--- src/rtl/sysid_chk_pkg.sv ---
// Shared types and constants for the sysid boot-check sequencer.
package sysid_chk_pkg;

    typedef enum logic [2:0] {
        StIdle,
        StRdId,
        StWtId,
        StRdTs,
        StWtTs,
        StCmp,
        StDone
    } state_e;

    localparam int unsigned FC_ID = 0;
    localparam int unsigned FC_TS = 1;

    localparam logic ADDR_ID = 1'b0;
    localparam logic ADDR_TS = 1'b1;

endpackage

--- src/rtl/sysid_chk_rd_port.sv ---
// Avalon-MM read port: one read strobe per go, rd_done when data is valid
// READ_LATENCY cycles later (same cycle when READ_LATENCY is 0).
module sysid_chk_rd_port #(
    parameter int unsigned READ_LATENCY = 0
) (
    input  logic        clock,
    input  logic        reset,
    input  logic        go,
    input  logic        addr,
    output logic        rd_done,
    output logic [31:0] rd_data,
    output logic        av_address,
    output logic        av_read,
    input  logic [31:0] av_readdata
);

    localparam logic [2:0] Lat = 3'(READ_LATENCY);

    logic       addr_q, addr_d;
    logic [2:0] cnt_q, cnt_d;

    always_comb begin
        addr_d = go ? addr : addr_q;
        cnt_d  = cnt_q;
        if (go) begin
            cnt_d = Lat;
        end else if (cnt_q != 3'd0) begin
            cnt_d = cnt_q - 3'd1;
        end
    end

    always_ff @(posedge clock or posedge reset) begin
        if (reset) begin
            addr_q <= 1'b0;
            cnt_q  <= 3'd0;
        end else begin
            addr_q <= addr_d;
            cnt_q  <= cnt_d;
        end
    end

    // Counter is loaded with the latency on the strobe and hits 1 on the data cycle.
    assign rd_done    = (Lat == 3'd0) ? go : (cnt_q == 3'd1);
    assign rd_data    = av_readdata;
    assign av_read    = go;
    assign av_address = addr_d;

endmodule

--- src/rtl/sysid_check_ctrl.sv ---
// Boot-time sysid check sequencer: reads ID and timestamp, compares, retries, reports.
// Optional periodic re-check after a pass is enabled by defining SYSID_CHK_PERIODIC_EN.
module sysid_check_ctrl
    import sysid_chk_pkg::*;
#(
    parameter logic [31:0] EXP_ID         = 32'd0,
    parameter logic [31:0] EXP_TIMESTAMP  = 32'd1393714090,
    parameter int unsigned READ_LATENCY   = 0,
    parameter int unsigned MAX_RETRIES    = 2,
    parameter int unsigned RECHECK_CYCLES = 1000000
) (
    input  logic        clock,
    input  logic        reset,
    input  logic        start,
    output logic        av_address,
    output logic        av_read,
    input  logic [31:0] av_readdata,
    output logic        busy,
    output logic        done,
    output logic        pass,
    output logic [1:0]  fail_code,
    output logic [31:0] id_seen,
    output logic [31:0] ts_seen,
    output logic [3:0]  retry_cnt
);

    localparam logic [3:0] MaxRetries = 4'(MAX_RETRIES);

    state_e      state_q, state_d;
    logic        busy_q, busy_d;
    logic        done_q, done_d;
    logic        pass_q, pass_d;
    logic [1:0]  fc_q, fc_d;
    logic [31:0] id_q, id_d;
    logic [31:0] ts_q, ts_d;
    logic [3:0]  retry_q, retry_d;

    logic        rd_go, rd_addr, rd_done;
    logic [31:0] rd_data;
    logic [1:0]  fc_now;
    logic        recheck_go;

    assign rd_go   = (state_q == StRdId) || (state_q == StRdTs);
    assign rd_addr = (state_q == StRdTs) ? ADDR_TS : ADDR_ID;

    sysid_chk_rd_port #(
        .READ_LATENCY(READ_LATENCY)
    ) u_rd_port (
        .clock      (clock),
        .reset      (reset),
        .go         (rd_go),
        .addr       (rd_addr),
        .rd_done    (rd_done),
        .rd_data    (rd_data),
        .av_address (av_address),
        .av_read    (av_read),
        .av_readdata(av_readdata)
    );

    always_comb begin
        fc_now        = 2'b00;
        fc_now[FC_ID] = (id_q != EXP_ID);
        fc_now[FC_TS] = (ts_q != EXP_TIMESTAMP);
    end

`ifdef SYSID_CHK_PERIODIC_EN
    localparam logic [31:0] RecheckLast = 32'(RECHECK_CYCLES - 1);

    logic [31:0] timer_q, timer_d;

    assign recheck_go = (state_q == StDone) && pass_q && (timer_q == RecheckLast);

    // Runs only while parked in DONE with a pass; any exit clears it.
    always_comb begin
        timer_d = 32'd0;
        if (state_q == StDone && pass_q && state_d == StDone) begin
            timer_d = (timer_q == 32'hFFFF_FFFF) ? timer_q : timer_q + 32'd1;
        end
    end

    always_ff @(posedge clock or posedge reset) begin
        if (reset) begin
            timer_q <= 32'd0;
        end else begin
            timer_q <= timer_d;
        end
    end
`else
    logic unused_recheck_cycles;

    assign recheck_go            = 1'b0;
    assign unused_recheck_cycles = ^32'(RECHECK_CYCLES);
`endif

    always_comb begin
        state_d = state_q;
        busy_d  = busy_q;
        done_d  = done_q;
        pass_d  = pass_q;
        fc_d    = fc_q;
        id_d    = id_q;
        ts_d    = ts_q;
        retry_d = retry_q;

        case (state_q)
            StIdle, StDone: begin
                if (start) begin
                    state_d = StRdId;
                    busy_d  = 1'b1;
                    done_d  = 1'b0;
                    pass_d  = 1'b0;
                    fc_d    = 2'b00;
                    retry_d = 4'd0;
                end else if (recheck_go) begin
                    // Self-start keeps the previous result visible until the new one lands.
                    state_d = StRdId;
                    busy_d  = 1'b1;
                    retry_d = 4'd0;
                end
            end
            StRdId, StWtId: begin
                if (rd_done) begin
                    id_d    = rd_data;
                    state_d = StRdTs;
                end else begin
                    state_d = StWtId;
                end
            end
            StRdTs, StWtTs: begin
                if (rd_done) begin
                    ts_d    = rd_data;
                    state_d = StCmp;
                end else begin
                    state_d = StWtTs;
                end
            end
            StCmp: begin
                if (fc_now == 2'b00 || retry_q >= MaxRetries) begin
                    state_d = StDone;
                    busy_d  = 1'b0;
                    done_d  = 1'b1;
                    pass_d  = (fc_now == 2'b00);
                    fc_d    = fc_now;
                end else begin
                    retry_d = retry_q + 4'd1;
                    state_d = StRdId;
                end
            end
            default: state_d = StIdle;
        endcase
    end

    always_ff @(posedge clock or posedge reset) begin
        if (reset) begin
            state_q <= StIdle;
            busy_q  <= 1'b0;
            done_q  <= 1'b0;
            pass_q  <= 1'b0;
            fc_q    <= 2'b00;
            id_q    <= 32'd0;
            ts_q    <= 32'd0;
            retry_q <= 4'd0;
        end else begin
            state_q <= state_d;
            busy_q  <= busy_d;
            done_q  <= done_d;
            pass_q  <= pass_d;
            fc_q    <= fc_d;
            id_q    <= id_d;
            ts_q    <= ts_d;
            retry_q <= retry_d;
        end
    end

    assign busy      = busy_q;
    assign done      = done_q;
    assign pass      = pass_q;
    assign fail_code = fc_q;
    assign id_seen   = id_q;
    assign ts_seen   = ts_q;
    assign retry_cnt = retry_q;

endmodule

--- config.mk ---
export PLATFORM = sky130hd
export DESIGN_NAME = sysid_check_ctrl
export DESIGN_NICKNAME = d
export VERILOG_FILES = /design/src/rtl/sysid_chk_pkg.sv /design/src/rtl/sysid_chk_rd_port.sv /design/src/rtl/sysid_check_ctrl.sv
export SDC_FILE = /design/constraint.sdc
export NUM_CORES = 1
export LEC_CHECK = 0
export CORE_MARGIN = 2
export CORE_UTILIZATION = 48
export CTS_CLUSTER_SIZE = 25
export DETAILED_ROUTE_END_ITERATION = 7
export MAX_ROUTING_LAYER = met4
export PLACE_DENSITY = 0.84
export SLEW_MARGIN = 15
export SYNTH_ARGS = -nofsm -noshare
export SYNTH_HDL_FRONTEND = slang
export SYNTH_SLANG_ARGS = --single-unit
--- constraint.sdc ---
create_clock -name clock -period 5.1 [get_ports clock]
set_input_delay 1.275 -clock clock [delete_from_list [all_inputs] [get_ports clock]]
set_output_delay 1.275 -clock clock [all_outputs]
set_load 0.01 [all_outputs]
==> flow_summary.json <==
{
  "critPathLaunchType": "register",
  "leakage_nw": 2.054,
  "gr-total-overflow": 0,
  "cts.hold.buffers_added": 0,
  "layout_common_cells": "sky130_fd_sc_hd__clkdlybuf4s50_1, sky130_fd_sc_hd__dfrtp_1, sky130_fd_sc_hd__mux2_2, sky130_fd_sc_hd__nand2_1, sky130_fd_sc_hd__clkbuf_8",
  "setup-tns-final_ps": 0,
  "synth.avg_cell_area_um2": 14.31,
  "global_route_wire_length_before_repair_um": 12570,
  "yosys_warnings": 0,
  "via_count": 2263,
  "tritoncts.num_buffers": 9,
  "die_area_um2": 7255,
  "setup_violations": 0,
  "routed_via_density": 5.427,
  "timing.fmax_mhz": 274.5,
  "cts_tree": "done",
  "finalClockSkew_ps": 10.46,
  "post-place-cells": 401,
  "final_common_cell": "sky130_fd_sc_hd__clkdlybuf4s50_1",
  "globalRouteTotalUtil_pct": 23.28,
  "first_iter_violations": 93,
  "rsz0062_at_grt": "false",
  "finalNonFillerCells": 417,
  "ios": 110,
  "yosys_register_bits": 77,
  "clock_sinks": 77,
  "hold_viol": 0,
  "std_cell_rows": 29,
  "worst_hold_path_type": "reg2reg",
  "final_period_minus_worst_setup_slack_ps": 3644,
  "htree_num_levels": 3,
  "gp_routability_congestion": 0.8364,
  "ctsResizeCount": 0,
  "run_status": "complete, no violations",
  "netlist_instances": 221,
  "crit-reg2reg-capture": "state_q[2]",
  "r2r-start": "ts_seen[31]",
  "core_area_um2": 6350,
  "clkLatencyLatePin_ps": 330,
  "timing.reg2reg.worst_path_depth": 5,
  "syn_nets": 258,
  "hold-path-cell-count": 2,
  "timing.final.max_slew_violations": 0,
  "r2r_slack_ps": 3000,
  "input_output_buffers": 109,
  "clk_transition_reported_paths_ps": 80,
  "floorplan.initialDensity_pct": 49.81,
  "slew_headroom_pct": 35.13,
  "crit_fanout": 34,
  "netlist_area_um2": 3163,
  "powerDensity_nw_per_um2": 278.6,
  "critPathCaptureType": "output port",
  "root_buffer": "sky130_fd_sc_hd__clkbuf_8",
  "drv.max_cap_violation_count": 0,
  "holdCritStartpoint": "u_rd_port.addr_q",
  "vdd_drop_max_mv": 0.1946,
  "nNetsFinal": 372,
  "routed_wire_length_per_instance_um": 18.18,
  "detail-route-antenna-nets": 0,
  "diodes": 0,
  "seq_area_frac_synth_pct": 60.92,
  "syn_to_final_growth_pct": 44.66,
  "worst_slew_pin_slew_ps": 970.8,
  "post_synth_num_cell_types": 33,
  "die_x_um": 85.18,
  "number_of_antenna_violations_at_the_first_check_in_global_routing": 0,
  "number_of_iterations_in_the_first_detailed_routing_pass": 4,
  "drc": 0,
  "pin_count_of_the_biggest_net_entering_global_routing": 50,
  "postCtsSetupBuffers": 0,
  "grt-busiest-layer": "met2",
  "fp.dieH_um": 85.18,
  "final_layout_size_suffix_gt1_share_pct": 25.29,
  "dp.final_hpwl_um": 5452,
  "wl_um": 7582,
  "grtUsageMet2_pct": 37.29,
  "final_worst_path_cycle_share_pct": 71.44,
  "grt_util_met3_pct": 5.350,
  "met1_usage_pct": 29.33,
  "first_global_vias": 2410,
  "ctsLongestPathBuffers": 2,
  "worstSetupPathType": "reg2out",
  "arrival_ps": 2370,
  "worst_ep_required_time_ps": 3830,
  "worst_hold_endpoint": "u_rd_port.addr_q"
}
-- registers in the layout, indices dropped and copies added (netlist names) --
signal / flops
u_rd_port.addr_q: 1
busy: 1
retry_cnt: 4
ts_seen: 32
state_q: 3
fail_code: 2
id_seen: 32
done: 1
pass: 1
-- worst max path at each step --
stage | cells after the start | start | end
global placement | 7 | state_q[2] | av_address
detailed placement | 7 | state_q[2] | av_address
finish | 7 | state_q[2] | av_address
floorplan | 1 | reset | busy
CTS | 7 | state_q[2] | av_address
global route | 7 | state_q[2] | av_address
-- cells by family after synthesis --
family | after synthesis | share of synthesized area, %
buffers and inverters | 14 | 1.938
adder cells (fa/ha/maj) | 2 | 0.7910
XOR/XNOR | 1 | 0.2769
AO/OA/AOI/OAI | 15 | 3.600
flip-flops | 77 | 60.92
AND/OR/NAND/NOR | 47 | 9.375
multiplexers | 65 | 23.10
-- layout make-up --
cell class,count,area [um2]
Clock inverter,4,95.09
Multi-Input combinational cell,130,1182
Tap cell,77,96.34
Fill cell,433,1774
Sequential cell,77,1927
Timing Repair Buffer,111,1106
Clock buffer,12,145.1
Inverter,6,23.77
-- per-layer routing --
metal | wire length [um] | vias to the layer above
met2 | 3854 | 66
met5 | 0 | -
met1 | 3247 | 1147
li1 | - | 1037
met4 | 122 | 0
met3 | 357 | 13
-- where the power goes --
| group | switching [mW] | internal [mW] | total, mW |
|---|---|---|---|
| sequential | 0.0116 | 0.623 | 0.635 |
| clock | 0.210 | 0.339 | 0.549 |
| combinational | 0.0348 | 0.0566 | 0.0914 |
| total | 0.257 | 1.02 | 1.27 |
-- synth_stat cells --
cell type / count / area [um2]
sky130_fd_sc_hd__dfrtp_1: 77 / 1927
sky130_fd_sc_hd__mux2_2: 64 / 720.7
sky130_fd_sc_hd__nand2_1: 12 / 45.04
sky130_fd_sc_hd__nor4_1: 9 / 56.30
sky130_fd_sc_hd__buf_2: 7 / 35.03
sky130_fd_sc_hd__inv_1: 6 / 22.52
sky130_fd_sc_hd__nor2_1: 5 / 18.77
sky130_fd_sc_hd__nand4_1: 4 / 25.02
sky130_fd_sc_hd__nor4bb_1: 4 / 40.04
sky130_fd_sc_hd__a21o_1: 3 / 22.52
sky130_fd_sc_hd__o21ai_0: 3 / 15.01
sky130_fd_sc_hd__ha_1: 2 / 25.02
sky130_fd_sc_hd__nand3_1: 2 / 10.01
sky130_fd_sc_hd__nor2b_1: 2 / 12.51
sky130_fd_sc_hd__nor3_1: 2 / 10.01
sky130_fd_sc_hd__nor4b_1: 2 / 17.52
sky130_fd_sc_hd__a211o_1: 1 / 8.760
sky130_fd_sc_hd__a21oi_1: 1 / 5.000
sky130_fd_sc_hd__a22o_1: 1 / 8.760
sky130_fd_sc_hd__a2bb2oi_1: 1 / 8.760
sky130_fd_sc_hd__a31oi_1: 1 / 6.260
sky130_fd_sc_hd__a32o_1: 1 / 10.01
sky130_fd_sc_hd__and2_1: 1 / 6.260
sky130_fd_sc_hd__and4b_1: 1 / 10.01
sky130_fd_sc_hd__clkbuf_1: 1 / 3.750
sky130_fd_sc_hd__mux2i_1: 1 / 10.01
sky130_fd_sc_hd__nor2b_2: 1 / 8.760
sky130_fd_sc_hd__nor4_4: 1 / 21.27
sky130_fd_sc_hd__nor4b_2: 1 / 15.01
sky130_fd_sc_hd__o21ai_1: 1 / 5.000
sky130_fd_sc_hd__o311ai_2: 1 / 16.27
sky130_fd_sc_hd__o31ai_1: 1 / 7.510
sky130_fd_sc_hd__xnor2_1: 1 / 8.760
-- per-stage QoR --
step | utilization (%) | hold slack, ps | setup WS [ps] | area (um2) | total power, mW
finish | 72.06 | 496.8 | 1456 | 4576 | 1.275
global route | 72.06 | 542.8 | 1297 | 4576 | 1.326
CTS | 72.06 | 492.5 | 1447 | 4576 | 1.284
detailed placement | 68.28 | 470.2 | 1819 | 4335 | 0.7384
global placement | 68.28 | 458.9 | 1954 | 4335 | 0.7367
floorplan | - | 502.0 | 1858 | 3163 | 0.6729
-- critical path, cell delays in order (launching register included) --
cell and delay, ps:
sky130_fd_sc_hd__dfrtp_1 510, sky130_fd_sc_hd__inv_1 130, sky130_fd_sc_hd__nand2_1 160, sky130_fd_sc_hd__inv_1 80, sky130_fd_sc_hd__nand2_1 80, sky130_fd_sc_hd__buf_4 400
sky130_fd_sc_hd__nand2_1 160, sky130_fd_sc_hd__clkdlybuf4s50_1 520
Note: power is estimated with default switching activity, not from simulation.
